--- src/rtl/fetch_pkg.sv ---
// Shared types for the fetch -> decode path.
// Entry layout and control-flow opcodes.
package fetch_pkg;

  localparam int FB_XLEN = 32;

  localparam logic [6:0] OPC_BRANCH = 7'b1100011;
  localparam logic [6:0] OPC_JAL    = 7'b1101111;
  localparam logic [6:0] OPC_JALR   = 7'b1100111;

  typedef struct packed {
    logic [FB_XLEN-1:0] instr;
    logic [FB_XLEN-1:0] pc;
    logic [FB_XLEN-1:0] pc_4;
  } fetch_entry_t;

endpackage

--- src/rtl/branch_predecode.sv ---
// Flags control-flow opcodes (branch, jal, jalr).
// Used by fetch_buffer when FETCH_BUFFER_PREDECODE_EN is defined.
module branch_predecode
  import fetch_pkg::*;
(
  input  logic [6:0] opcode,
  output logic       is_ctrl
);

  always_comb begin
    is_ctrl = 1'b0;
    unique case (1'b1)
      (opcode == OPC_BRANCH): is_ctrl = 1'b1;
      (opcode == OPC_JAL):    is_ctrl = 1'b1;
      (opcode == OPC_JALR):   is_ctrl = 1'b1;
      default:                is_ctrl = 1'b0;
    endcase
  end

endmodule

--- src/rtl/fetch_buffer.sv ---
// In-order queue between fetch and decode with flush.
// FETCH_BUFFER_PREDECODE_EN adds a stored per-entry is_ctrl_out flag.
module fetch_buffer
  import fetch_pkg::*;
#(
  parameter int DEPTH = 4,
  parameter int XLEN  = 32
) (
  input  logic                     clk,
  input  logic                     reset,
  input  logic                     flush,
  input  logic                     valid_in,
  input  logic [XLEN-1:0]          instr_in,
  input  logic [XLEN-1:0]          pc_in,
  input  logic [XLEN-1:0]          pc_4_in,
  output logic                     ready_out,
  output logic                     valid_out,
  output logic [XLEN-1:0]          instr_out,
  output logic [XLEN-1:0]          pc_out,
  output logic [XLEN-1:0]          pc_4_out,
  input  logic                     ready_in,
`ifdef FETCH_BUFFER_PREDECODE_EN
  output logic                     is_ctrl_out,
`endif
  output logic [$clog2(DEPTH):0]   count_out
);

  localparam int AW = $clog2(DEPTH);
  localparam int CW = AW + 1;
  localparam logic [CW-1:0] FULL = CW'(DEPTH);

  logic [AW-1:0] wr_ptr;
  logic [AW-1:0] rd_ptr;
  logic [CW-1:0] count;
  fetch_entry_t  mem [DEPTH];
  fetch_entry_t  wr_entry;
  fetch_entry_t  head;
  logic          push;
  logic          pop;

  assign ready_out = (count != FULL);
  assign valid_out = (count != '0);
  assign push      = valid_in & ready_out;
  assign pop       = valid_out & ready_in;
  assign count_out = count;

  always_comb begin
    wr_entry       = '0;
    wr_entry.instr = FB_XLEN'(instr_in);
    wr_entry.pc    = FB_XLEN'(pc_in);
    wr_entry.pc_4  = FB_XLEN'(pc_4_in);
  end

  always_ff @(posedge clk) begin
    if (!reset || flush) begin
      wr_ptr <= '0;
      rd_ptr <= '0;
      count  <= '0;
    end else begin
      if (push) wr_ptr <= wr_ptr + AW'(1);
      if (pop)  rd_ptr <= rd_ptr + AW'(1);
      unique case ({push, pop})
        2'b10:   count <= count + CW'(1);
        2'b01:   count <= count - CW'(1);
        default: count <= count;
      endcase
    end
  end

  // Payload needs no reset: outputs are gated by valid_out.
  always_ff @(posedge clk) begin
    if (reset && !flush && push) mem[wr_ptr] <= wr_entry;
  end

  assign head      = mem[rd_ptr];
  assign instr_out = valid_out ? XLEN'(head.instr) : '0;
  assign pc_out    = valid_out ? XLEN'(head.pc)    : '0;
  assign pc_4_out  = valid_out ? XLEN'(head.pc_4)  : '0;

`ifdef FETCH_BUFFER_PREDECODE_EN
  logic             ctrl_in;
  logic [DEPTH-1:0] ctrl_mem;

  branch_predecode u_predecode (
    .opcode  (instr_in[6:0]),
    .is_ctrl (ctrl_in)
  );

  always_ff @(posedge clk) begin
    if (!reset) ctrl_mem <= '0;
    else if (!flush && push) ctrl_mem[wr_ptr] <= ctrl_in;
  end

  assign is_ctrl_out = valid_out & ctrl_mem[rd_ptr];
`endif

endmodule

--- config.mk ---
export PLATFORM = sky130hd
export DESIGN_NAME = fetch_buffer
export DESIGN_NICKNAME = d
export VERILOG_FILES = /design/src/rtl/fetch_pkg.sv /design/src/rtl/branch_predecode.sv /design/src/rtl/fetch_buffer.sv
export SDC_FILE = /design/constraint.sdc
export NUM_CORES = 1
export LEC_CHECK = 0
export CORE_MARGIN = 2
export CORE_UTILIZATION = 35
export DETAILED_ROUTE_END_ITERATION = 10
export PLACE_DENSITY = 0.58
export SKIP_CTS_REPAIR_TIMING = 1
export SLEW_MARGIN = 20
export SYNTH_ARGS = -nofsm -noshare
export SYNTH_HDL_FRONTEND = slang
export SYNTH_HIERARCHICAL = 1
export SYNTH_SLANG_ARGS = --single-unit
--- constraint.sdc ---
create_clock -name clk -period 6.3 [get_ports clk]
set_input_delay 1.26 -clock clk [delete_from_list [all_inputs] [get_ports clk]]
set_output_delay 1.26 -clock clk [all_outputs]
set_load 0.02 [all_outputs]
==> impl_metrics.env <==
export IMPL_status="finished clean"
export IMPL_grt_max_degree=65
export IMPL_mostFrequentLayoutCells="edfxtp_1 (384), clkdlybuf4s50_1 (201), mux4_2 (96), and2_1 (96), clkbuf_16 (45)"
export IMPL_finalCriticalPeriod_ns=4.46
export IMPL_cp_max_fo=35
export IMPL_synth_mux_area_share_pct=14.5
export IMPL_detail_route_antenna_nets=0
export IMPL_start_kind="flip-flop"
export IMPL_synth_compound_area_share_pct=0.293
export IMPL_path_clk_slew_ns=0.05
export IMPL_hp_start="wr_ptr[0]"
export IMPL_synth_seq_cells=393
export IMPL_routed_wl_um=30400
export IMPL_worstHoldPathType="reg -> reg"
export IMPL_routedWlPerCell_um=20.9
export IMPL_core_area_um2=42000
export IMPL_critPathKind="reg -> out"
export IMPL_antenna_found_initial=3
export IMPL_fp_dieW_um=211
export IMPL_ir_worst_vdd_v=0.000154
export IMPL_syn_inst=661
export IMPL_r2r_end="mem[2][10]"
export IMPL_relSlewSlack_pct=44.9
export IMPL_grt_pass1_vias=7619
export IMPL_setup_viol=0
export IMPL_overflow=0
export IMPL_num_io_pins=202
export IMPL_vias=7087
export IMPL_period_share_pct=70.8
export IMPL_ys_warn_count=6
export IMPL_cts_buffers=44
export IMPL_synth_area_leaders="edfxtp_1 (77%), mux4_2 (14%), and2_1 (4.0%)"
export IMPL_cts_tree="done"
export IMPL_rows=75
export IMPL_ff2ff_path_depth=4
export IMPL_rsz0062_at_grt="no"
export IMPL_gp_congestion=0.693
export IMPL_dieHeight_um=211
export IMPL_cap_violations=0
export IMPL_die_area_um2=44400
export IMPL_yosysSeqAreaShare_pct=78.3
export IMPL_nNetsFinal=990
export IMPL_dr_pass1_iters=4
export IMPL_cp_arrival_ns=3.20
export IMPL_grt_pass1_wl_um=46000
export IMPL_synth_simple_area_share_pct=4.71
export IMPL_netlist_area_um2=14900
export IMPL_r2r_slack_ns=3.71
export IMPL_fin_util_pct=45.2
export IMPL_r2r_start="count_out[0]"
export IMPL_pwr_density_cell_nw_per_um2=299
export IMPL_worstPathRequired_ns=5.04
export IMPL_viasPerCell=4.86
export IMPL_port_buffers=201
export IMPL_start_util_pct=35.6
export IMPL_synthAdderAreaFrac_pct=0.552
export IMPL_drc_errors=0
export IMPL_synth_top_area_share_pct=77.1
export IMPL_syn_to_final_growth_pct=27.1
export IMPL_drive_above_1_share_pct=18.3
export IMPL_tns_ns=0
export IMPL_drt_initial_drc_count=305
export IMPL_yosysUniqueCellTypes=25
export IMPL_fin_worst_skew_ns=0.0110
export IMPL_clock_path_buffers=3
export IMPL_p_leak_nw=5.90
export IMPL_finalHoldViolations=0
export IMPL_track_usage_pct=13.9
export IMPL_fmax_ghz=0.224
export IMPL_synth_fp_nets=768
export IMPL_avgSynthCellArea_um2=22.6
export IMPL_ctsRootBufferMaster="clkbuf_16"
export IMPL_drv_slew=0
export IMPL_final_common_cell="edfxtp_1"
export IMPL_clock_sinks=393
export IMPL_insertion_delay_ns=0.56
export IMPL_min_to="wr_ptr[0]"
export IMPL_critPathCaptureType="output port"
export IMPL_synth_top_family_by_area="multiplexers"
export IMPL_dp_final_hpwl_um=16800
export IMPL_worst_slew_pin_slew_ns=0.827
export IMPL_h_tree_depth=2
export IMPL_hold_depth=2
export IMPL_synth_top_area_cell="edfxtp_1"
export IMPL_synth_xor_area_share_pct=0.234
[registers in the layout (all words and copies together), names as in the netlist, named ones only]
signal	flops
mem	384
count_out	3
wr_ptr	2
rd_ptr	2
[cell usage after synthesis]
master	instances
a21oi_1	2
and2_1	96
o31ai_1	2
buf_2	11
or3_1	2
nand4_1	2
or3b_1	1
nand2_1	1
nor2b_1	1
nor2_1	6
dfxtp_1	9
clkbuf_1	15
and2_0	1
inv_1	7
o311ai_0	1
buf_6	6
o21ai_0	2
clkbuf_2	1
ha_1	5
xor2_1	4
edfxtp_1	384
and3_1	4
mux4_2	96
fa_1	1
nand2b_1	1
[stage by stage]
stage	total power (W)	setup WS (ns)	cell area (um2)	hold slack, ns	instances
floorplan	0.00311	1.98	14900	0.470	661
global placement	0.00331	2.31	17600	0.503	1376
detailed placement	0.00331	2.31	17600	0.512	1376
CTS	0.00577	1.72	19000	0.520	1456
global route	0.00589	1.59	19000	0.540	1456
finish	0.00569	1.84	19000	0.511	1458
[per-layer routing]
layer	vias to the layer above	GRT usage (%)	part of all wire (%)	wire, um
met3	35	3.79	6.4	1940
met4	2	4.66	1.7	531
met2	189	21.5	47	14300
met5	-	0	0.043	13
met1	3707	19.0	45	13600
li1	3154	-	-	-
[where the power goes]
part	total (W)	switching [W]	leakage, nW	internal [W]
clock	0.00243	0.000976	0.667	0.00146
sequential	0.00291	0.0000108	3.54	0.00290
combinational	0.000343	0.000168	1.69	0.000175
total	0.00569	0.00115	5.90	0.00453
[critical path: stages (launching register included)]
cell	delay (ns)
dfxtp_4	0.86
buf_4	0.49
mux4_2	0.56
and2_1	0.17
clkdlybuf4s50_1	0.56
[worst max-delay path by stage]
| stage | from | end | slack, ns | cells after the start |
|---|---|---|---|---|
| after detailed placement | flip-flop | pc_4_out[4] | 2.31 | 4 |
| after floorplan | reset | mem[0][0] | 1.98 | 2 |
| final | flip-flop | pc_4_out[4] | 1.84 | 4 |
| after global placement | flip-flop | instr_out[1] | 2.31 | 4 |
| after CTS | flip-flop | pc_4_out[4] | 1.72 | 4 |
| after global routing | flip-flop | pc_4_out[4] | 1.59 | 4 |
[cell families after synthesis]
kind of cell / after synthesis
compound gates: 7
xor+xnor: 4
fa+ha+maj: 6
buf+inv: 40
flops: 393
mux: 96
simple gates: 115
[area by class of cell]
| class | count | area (um2) |
|---|---|---|
| sequential | 393 | 11700 |
| multi-input combinational | 228 | 3050 |
| fill | 3565 | 23000 |
| timing repair buffer | 209 | 2150 |
| clock buffer | 61 | 1210 |
| antenna | 2 | 5.00 |
| tap | 539 | 674 |
| clock inverter | 19 | 173 |
| inverter | 7 | 26.3 |
Note: power is estimated with default switching activity, not from simulation.
